**src/rtl/fpmul_param.sv**
```systemverilog
// Multi-cycle IEEE-754-style multiplier with EXP_W/MAN_W fields, four rounding modes and flush-to-zero.
// Start/Done handshake: 6 cycles to Done for normal operands, 3 for special cases; Start ignored while Busy.
module fpmul_param #(
  parameter int EXP_W = 8,
  parameter int MAN_W = 23
) (
  input  logic                   Clk,
  input  logic                   Rst_n,
  input  logic                   Start,
  input  logic [1:0]             Rmode,
  input  logic [EXP_W+MAN_W:0]   A,
  input  logic [EXP_W+MAN_W:0]   B,
  output logic                   Busy,
  output logic                   Done,
  output logic [EXP_W+MAN_W:0]   P,
  output logic                   OF,
  output logic                   UF,
  output logic                   NaNF,
  output logic                   InfF,
  output logic                   DNF,
  output logic                   ZF,
  output logic                   NX
);

  localparam int W  = 1 + EXP_W + MAN_W;
  localparam int PW = 2 * MAN_W + 2;
  localparam int XW = EXP_W + 2;
  localparam logic [EXP_W-1:0] EXP_ONES = '1;
  localparam logic [EXP_W-1:0] EXP_MAXF = {{(EXP_W-1){1'b1}}, 1'b0};
  localparam logic [XW-1:0]    BIAS     = XW'((1 << (EXP_W - 1)) - 1);
  localparam logic [XW-1:0]    EXP_OVF  = XW'((1 << EXP_W) - 1);

  typedef enum logic [2:0] {
    S_IDLE, S_CLASS, S_MULT, S_NORM, S_ROUND, S_PACK, S_DONE
  } state_t;

  typedef enum logic [1:0] {C_NORM, C_ZERO, C_INF, C_NAN} cls_t;

  state_t           state_q, state_d;
  cls_t             cls_q, cls_d;
  logic [W-1:0]     a_q, b_q;
  logic [1:0]       rm_q;
  logic             sign_q, dnf_q, g_q, s_q;
  logic [PW-1:0]    prod_q;
  logic [XW-1:0]    exp_q;
  logic [MAN_W:0]   sig_q;

  logic [EXP_W-1:0] ea, eb;
  logic [MAN_W-1:0] fa, fb;
  logic             a_nan, b_nan, a_inf, b_inf, a_zero, b_zero, a_dn, b_dn;

  assign ea = a_q[W-2:MAN_W];
  assign eb = b_q[W-2:MAN_W];
  assign fa = a_q[MAN_W-1:0];
  assign fb = b_q[MAN_W-1:0];

  // Denormals (exp=0, frac!=0) are classified as zero.
  assign a_nan  = (ea == EXP_ONES) && (fa != '0);
  assign b_nan  = (eb == EXP_ONES) && (fb != '0);
  assign a_inf  = (ea == EXP_ONES) && (fa == '0);
  assign b_inf  = (eb == EXP_ONES) && (fb == '0);
  assign a_zero = (ea == '0);
  assign b_zero = (eb == '0);
  assign a_dn   = a_zero && (fa != '0);
  assign b_dn   = b_zero && (fb != '0);

  always_comb begin
    cls_d = C_NORM;
    if (a_nan || b_nan || (a_inf && b_zero) || (b_inf && a_zero))
      cls_d = C_NAN;
    else if (a_inf || b_inf)
      cls_d = C_INF;
    else if (a_zero || b_zero)
      cls_d = C_ZERO;
  end

  logic [MAN_W:0]  n_sig;
  logic            n_g, n_s;
  logic [XW-1:0]   n_exp;

  always_comb begin
    n_sig = prod_q[PW-2:MAN_W];
    n_g   = prod_q[MAN_W-1];
    n_s   = |prod_q[MAN_W-2:0];
    n_exp = exp_q;
    if (prod_q[PW-1]) begin
      n_sig = prod_q[PW-1:MAN_W+1];
      n_g   = prod_q[MAN_W];
      n_s   = |prod_q[MAN_W-1:0];
      n_exp = exp_q + XW'(1);
    end
  end

  logic            rnd_up;
  logic [MAN_W+1:0] r_sum;

  always_comb begin
    rnd_up = 1'b0;
    case (rm_q)
      2'b00:   rnd_up = g_q & (s_q | sig_q[0]);
      2'b01:   rnd_up = 1'b0;
      2'b10:   rnd_up = (g_q | s_q) & ~sign_q;
      default: rnd_up = (g_q | s_q) & sign_q;
    endcase
  end

  assign r_sum = {1'b0, sig_q} + {{(MAN_W+1){1'b0}}, rnd_up};

  logic [W-1:0] pk_p;
  logic         pk_of, pk_uf, pk_nan, pk_inf, pk_z, pk_nx, to_inf;

  assign to_inf = (rm_q == 2'b00) || (rm_q == 2'b10 && !sign_q) || (rm_q == 2'b11 && sign_q);

  always_comb begin
    pk_p   = '0;
    pk_of  = 1'b0;
    pk_uf  = 1'b0;
    pk_nan = 1'b0;
    pk_inf = 1'b0;
    pk_z   = 1'b0;
    pk_nx  = 1'b0;
    case (cls_q)
      C_NAN: begin
        pk_p   = {1'b0, EXP_ONES, 1'b1, {(MAN_W-1){1'b0}}};
        pk_nan = 1'b1;
      end
      C_INF: begin
        pk_p   = {sign_q, EXP_ONES, {MAN_W{1'b0}}};
        pk_inf = 1'b1;
      end
      C_ZERO: begin
        pk_p = {sign_q, {(W-1){1'b0}}};
        pk_z = 1'b1;
      end
      default: begin
        if ($signed(exp_q) >= $signed(EXP_OVF)) begin
          pk_of = 1'b1;
          pk_nx = 1'b1;
          if (to_inf) begin
            pk_p   = {sign_q, EXP_ONES, {MAN_W{1'b0}}};
            pk_inf = 1'b1;
          end else begin
            pk_p = {sign_q, EXP_MAXF, {MAN_W{1'b1}}};
          end
        end else if (exp_q[XW-1] || exp_q == '0) begin
          pk_p  = {sign_q, {(W-1){1'b0}}};
          pk_uf = 1'b1;
          pk_z  = 1'b1;
          pk_nx = 1'b1;
        end else begin
          pk_p  = {sign_q, exp_q[EXP_W-1:0], sig_q[MAN_W-1:0]};
          pk_nx = g_q | s_q;
        end
      end
    endcase
  end

  always_ff @(posedge Clk or negedge Rst_n) begin
    if (!Rst_n) state_q <= S_IDLE;
    else        state_q <= state_d;
  end

  always_comb begin
    state_d = state_q;
    case (state_q)
      S_IDLE:  if (Start) state_d = S_CLASS;
      S_CLASS: state_d = (cls_d == C_NORM) ? S_MULT : S_PACK;
      S_MULT:  state_d = S_NORM;
      S_NORM:  state_d = S_ROUND;
      S_ROUND: state_d = S_PACK;
      S_PACK:  state_d = S_DONE;
      default: state_d = S_IDLE;
    endcase
  end

  assign Busy = (state_q != S_IDLE);
  assign Done = (state_q == S_DONE);

  always_ff @(posedge Clk or negedge Rst_n) begin
    if (!Rst_n) begin
      a_q    <= '0;
      b_q    <= '0;
      rm_q   <= '0;
      cls_q  <= C_NORM;
      sign_q <= 1'b0;
      dnf_q  <= 1'b0;
      prod_q <= '0;
      exp_q  <= '0;
      sig_q  <= '0;
      g_q    <= 1'b0;
      s_q    <= 1'b0;
      P      <= '0;
      OF     <= 1'b0;
      UF     <= 1'b0;
      NaNF   <= 1'b0;
      InfF   <= 1'b0;
      DNF    <= 1'b0;
      ZF     <= 1'b0;
      NX     <= 1'b0;
    end else begin
      case (state_q)
        S_IDLE: if (Start) begin
          a_q  <= A;
          b_q  <= B;
          rm_q <= Rmode;
          P    <= '0;
          OF   <= 1'b0;
          UF   <= 1'b0;
          NaNF <= 1'b0;
          InfF <= 1'b0;
          DNF  <= 1'b0;
          ZF   <= 1'b0;
          NX   <= 1'b0;
        end
        S_CLASS: begin
          cls_q  <= cls_d;
          sign_q <= a_q[W-1] ^ b_q[W-1];
          dnf_q  <= a_dn | b_dn;
        end
        S_MULT: begin
          prod_q <= {{(MAN_W+1){1'b0}}, 1'b1, fa} * {{(MAN_W+1){1'b0}}, 1'b1, fb};
          exp_q  <= {2'b00, ea} + {2'b00, eb} - BIAS;
        end
        S_NORM: begin
          sig_q <= n_sig;
          g_q   <= n_g;
          s_q   <= n_s;
          exp_q <= n_exp;
        end
        S_ROUND: begin
          // Rounding carry-out turns 1.11..1 into 10.0..0; renormalise.
          if (r_sum[MAN_W+1]) begin
            sig_q <= r_sum[MAN_W+1:1];
            exp_q <= exp_q + XW'(1);
          end else begin
            sig_q <= r_sum[MAN_W:0];
          end
        end
        S_PACK: begin
          P    <= pk_p;
          OF   <= pk_of;
          UF   <= pk_uf;
          NaNF <= pk_nan;
          InfF <= pk_inf;
          DNF  <= dnf_q;
          ZF   <= pk_z;
          NX   <= pk_nx;
        end
        default: ;
      endcase
    end
  end

endmodule

```
**config.mk**
```make
export PLATFORM = sky130hd
export DESIGN_NAME = fpmul_param
export DESIGN_NICKNAME = d
export VERILOG_FILES = /design/src/rtl/fpmul_param.sv
export SDC_FILE = /design/constraint.sdc
export NUM_CORES = 2
export LEC_CHECK = 0
export CAP_MARGIN = 40
export CORE_UTILIZATION = 60
export CTS_CLUSTER_SIZE = 30
export DETAILED_ROUTE_END_ITERATION = 10
export GPL_ROUTABILITY_DRIVEN = 0
export MAX_ROUTING_LAYER = met4
export PLACE_DENSITY = 0.79
export SYNTH_ARGS = -nofsm -noshare
export SYNTH_HDL_FRONTEND = slang
export SYNTH_SLANG_ARGS = --single-unit
```
**constraint.sdc**
```tcl
create_clock -name Clk -period 8.8 [get_ports Clk]
set_input_delay 1.76 -clock Clk [delete_from_list [all_inputs] [get_ports Clk]]
set_output_delay 1.76 -clock Clk [all_outputs]
set_load 0.005 [all_outputs]
```
; ---- After elaboration in Yosys (flattened, before gate mapping)
; Cells that the tools add are included.
[word_totals]
reg_bits = 196
in_bits = 69
output_inout_bits = 41
word_cells = 134
[classes]
n_addsub = 4
n_mul = 1
magnitude_cmp = 1
n_eq_ne = 17
mux = 42
n_bitwise = 8
n_reduce_logical = 41
[op_table]
columns = operator, count
row1 = 32-bit one-hot mux with 3 select lines, 1
row2 = 24-bit 2-to-1 mux, 3
row3 = 32-bit one-hot mux with 2 select lines, 1
row4 = 31-bit 2-to-1 mux, 2
row5 = 24-bit by 24-bit multiplier with 48-bit output, 1
row6 = 24-bit one-hot mux with 2 select lines, 1
row7 = 23-bit zero test, 2
row8 = 23-bit nonzero test, 2
row9 = 32-bit 2-to-1 mux, 1
row10 = 10-bit one-hot mux with 3 select lines, 1
row11 = 24-bit by 1-bit adder with 25-bit output, 1
row12 = 23-bit OR reduction, 1
row13 = 22-bit OR reduction, 1
row14 = 10-bit 2-to-1 mux, 2
row15 = 1-bit one-hot mux with 2 select lines, 9
row16 = 3-bit one-hot mux with 6 select lines, 1
row17 = "8-bit equality test, second input constant", 2
row18 = 8-bit zero test, 2
row19 = 1-bit 2-to-1 mux, 15
row20 = "10-bit by 1-bit adder with 10-bit output, second input constant", 1
row21 = "10-bit by 9-bit >= comparator with 1-bit output, second input constant", 1
row22 = 1-bit logical AND, 10
row23 = 10-bit zero test, 1
row24 = "9-bit by 7-bit subtractor with 10-bit output, second input constant", 1
row25 = 24 further kinds, 51

; ---- Depth between registers and ports, before layout
[logic_depth]
depth_word = 9
mapped_depth = 27
depth_no_buf = 24

; ---- Worst setup path after synthesis
; No wires, ideal clock.
[synth_path]
path_kind = register to register
startpoint = reg b_q[4]
endpoint = reg prod_q[46]
setup_time_ps = 133
arrival_ps = 6535
t_required_ps = 8667
setup_slack_ps = 2132
stages_incl_launch_ff = 28
path_buffers = 3
period_less_slack_ps = 6668
path_cell_list = dfrtp_1 clkbuf_1 clkbuf_1 nand2_1 fa_1 inv_1 fa_1 inv_1 fa_1 inv_1 fa_1 inv_1 fa_1 inv_1 fa_1 inv_1 fa_1 inv_1 ha_1 clkbuf_1 nand2_1 o21ai_1 a41o_1 a2111oi_4 o22ai_1 o211ai_1 and3_1 o31ai_2
[synth_via]
elab_chain_cells = 1
[synth_lines]
columns = item, line
row1 = "start, declared", 41  ; logic [W-1:0] a_q, b_q;
row2 = "start signal, assigned", 182  ; b_q <= '0;
row3 = "start signal, assigned", 204  ; b_q <= B;
row4 = 24-bit by 24-bit multiplier with 48-bit output, 221  ; prod_q <= {{(MAN_W+1){1'b0}}, 1'b1, fa} * {{(MAN_W+1){1'b0}}, 1'b1, fb};
row5 = "end signal, assigned", 221
row6 = "end, declared", 44  ; logic [PW-1:0] prod_q;
; Every way passes these cells.
; A chain may end at the register's enable or synchronous reset.

; ---- Worst setup path in the final report
[layout_path]
startpoint = reg b_q[0]
endpoint = reg prod_q[47]
; The elaborated chain is that of the path after synthesis.

==> impl_metrics.py <==
metrics = {
    "clock_tree": {
        "ctsHoldBuffers": 0,
        "clkTransAtPathRegs_ns": 0.09,
        "cts.sinks": 196,
        "clock_latency_ns": 0.50,
        "clock_path_buffers": 2,
        "cts_setup_buffers": 0,
        "cts_htree_levels": 4,
        "cts_root_buf": "clkbuf_16",
        "cts_tree": "done",
        "cts_resized": 0,
        "numCtsBuffers": 17,
    },
    "sta": {
        "hold_violations": 0,
        "slew-limit-headroom_pct": 34.8,
        "whs_ns": 0.480,
        "period_share_pct": 94.2,
        "finalCriticalPeriod_ns": 8.29,
        "fin_ws_ns": 0.514,
        "tns_ns": 0,
        "slew_violations": 0,
        "rsz0062_at_grt": "false",
        "fmax_mhz": 121,
        "skew_ns": 0.0245,
        "worst_slew_pin_slew_ns": 0.978,
        "finalSetupViolCount": 0,
    },
    "critical_path": {
        "crit_path_cell_trace": "clkinv_1 > fa_1 > inv_1 > fa_1 > inv_1 > fa_1 > fa_1 > inv_1 > fa_1 > fa_1 > inv_1 > fa_1 > inv_1 > ha_1 > a21oi_1 > o21bai_1 > a21oi_1 > nand3_1 > a2111oi_0 > buf_1 > o31ai_1 > xnor2_1 > o21ai_1",
        "critPathMaxStageDelay_ns": 0.93,
        "endpoint_kind": "flop",
        "crit_type": "reg -> reg",
        "critPathMaxFanout": 18,
        "cpMaxStageDelayCell": "dfrtp_1",
        "r2r_cells": 23,
        "cp-start-kind": "flop",
        "arrival_ns": 8.64,
        "cp.required_ns": 9.15,
        "crit_top_cell": "fa_1",
    },
    "run_status": {
        "outcome": "finished clean",
    },
    "final_layout": {
        "finalNonFillerCells": 3769,
        "layout.nets": 3894,
        "layout-drive-gt1-share_pct": 5.15,
        "areaGrowthSynthToFinish_pct": 9.61,
        "diodes": 0,
    },
    "synth": {
        "synth_warnings": 0,
        "synth-seq-cells": 196,
        "ys_seq_area_share_pct": 17.4,
        "async_reset_ff_share_pct": 100,
        "synth_cell_types": 74,
        "syn-num-nets": 3865,
        "syn-cell-area_sq_um": 28200,
        "synth-edff-count": 0,
        "ys.flop_type": "dfrtp_1",
        "synthCells": 3120,
        "avgSynthCellArea_sq_um": 9.03,
    },
    "grt": {
        "grtUsageTotal_pct": 35.3,
        "grt_max_degree": 91,
        "grt-ovfl-total": 0,
        "grt_antenna_before_repair": 0,
        "grt_pass1_vias": 24000,
        "grt_pass1_wl_um": 126000,
    },
    "drt": {
        "via_per_inst": 6.00,
        "totalWireLength_um": 78000,
        "vias": 22600,
        "remaining_drc_errors": 0,
        "drtIter0Drc": 2122,
        "first_pass_iters": 5,
        "wl_per_cell_um": 20.7,
        "drtAntennaViolNets": 0,
    },
    "floorplanning": {
        "fp.dieH_um": 219,
        "initial_core_util_pct": 60.6,
        "die_x_um": 219,
        "die-area_sq_um": 47800,
        "rows": 79,
        "num_io_pins": 110,
        "core_sq_um": 46500,
    },
    "flow_run": {
        "cap_violations": 0,
    },
    "place": {
        "dp.cells": 3737,
        "hpwl_um": 61700,
        "port_buffers": 109,
        "place_worst_setup_slack_ns": 0.760,
    },
    "worst_hold_path": {
        "hp-class": "reg -> reg",
        "hold_path_depth": 2,
    },
}
per-stage QoR:
| step | utilization [%] | instance area [sq um] |
|---|---|---|
| global placement | 63.9 | 29700 |
| finish | 66.5 | 30900 |
| detailed placement | 65.1 | 30300 |
| global route | 66.5 | 30900 |
| CTS | 66.5 | 30900 |
| floorplan | - | 28200 |
cells in the mapped netlist (14+ instances only):
| cell | n | area share (%) |
|---|---|---|
| nand2_1 | 444 | 5.9 |
| fa_1 | 483 | 34 |
| nand3_1 | 36 | 0.64 |
| ha_1 | 193 | 8.6 |
| mux2i_1 | 22 | 0.78 |
| a21o_1 | 17 | 0.45 |
| nor2_1 | 98 | 1.3 |
| nand4_1 | 24 | 0.53 |
| o21ai_0 | 132 | 2.3 |
| mux2_2 | 51 | 2.0 |
| xor2_1 | 14 | 0.44 |
| nor4_1 | 20 | 0.44 |
| xnor2_1 | 27 | 0.84 |
| dfrtp_1 | 196 | 17 |
| and2_1 | 252 | 5.6 |
| a21oi_1 | 123 | 2.2 |
| clkbuf_1 | 146 | 1.9 |
| nor3_1 | 19 | 0.34 |
| inv_1 | 609 | 8.1 |
state kept, by name, indices dropped and copies added, names as in the netlist, 2 cells and up:
name,flops
P,32
a_q,32
b_q,32
cls_q,2
exp_q,10
prod_q,48
rm_q,2
sig_q,24
state_q,3
cell families after synthesis:
group,share of synthesized area (%)
XOR/XNOR,1.27
buffers and inverters,10.3
flip-flops,17.4
adder cells (fa/ha/maj),42.9
multiplexers,2.82
AND/OR/NAND/NOR,16.1
AO/OA/AOI/OAI,9.16
cell type report:
| type | instances | area, sq um |
|---|---|---|
| Tap cell | 607 | 759 |
| Multi-Input combinational cell | 2153 | 20400 |
| Sequential cell | 196 | 4900 |
| Fill cell | 3642 | 15600 |
| Inverter | 612 | 2300 |
| Clock buffer | 19 | 453 |
| Timing Repair Buffer | 169 | 1920 |
| Clock inverter | 13 | 166 |
cells in the final DEF (no fill, tap or decap), drive strengths merged, types with 13 or more instances in the layout:
cell	instances
mux2i	22
clkdlybuf4s50	108
nor4	21
a21o	17
clkbuf	20
nand4	25
xor2	14
nor3	20
ha	193
o31ai	13
nand3	37
nor2	99
fa	483
buf	60
xnor2	27
inv	618
a21oi	125
o21ai	138
nand2	444
and2	252
dfrtp	196
mux2	51
critical path, delay by kind of cell, from the launching register on:
| kind | cells | cell delay, ns |
|---|---|---|
| fa+ha+maj | 8 | 4.17 |
| compound gates | 6 | 1.39 |
| buf+inv | 7 | 1.30 |
| flops | 1 | 0.93 |
| xor+xnor | 1 | 0.17 |
| simple gates | 1 | 0.13 |
per-layer routing:
| metal | vias up | global-route usage (%) | share of wire (%) |
|---|---|---|---|
| li1 | 9749 | - | - |
| met1 | 11300 | 42.7 | 37 |
| met2 | 1213 | 56.6 | 49 |
| met3 | 308 | 7.07 | 8.8 |
| met4 | 0 | 17.3 | 5.3 |
| met5 | - | - | 0 |
final timing paths:
check	start	to	slack, ns
worst min-delay path	NX	NX	0.48
worst max-delay path	b_q[0]	prod_q[47]	0.51
worst max register to register	b_q[0]	prod_q[47]	0.51
worst min register to register	NX	NX	0.48
min in group asynchronous	Rst_n	NX	1.22
max in group asynchronous	Rst_n	sig_q[6]	6.26
Power is not shown: default switching activity piles up to over one toggle a cycle in this logic, so the estimate is an artifact.
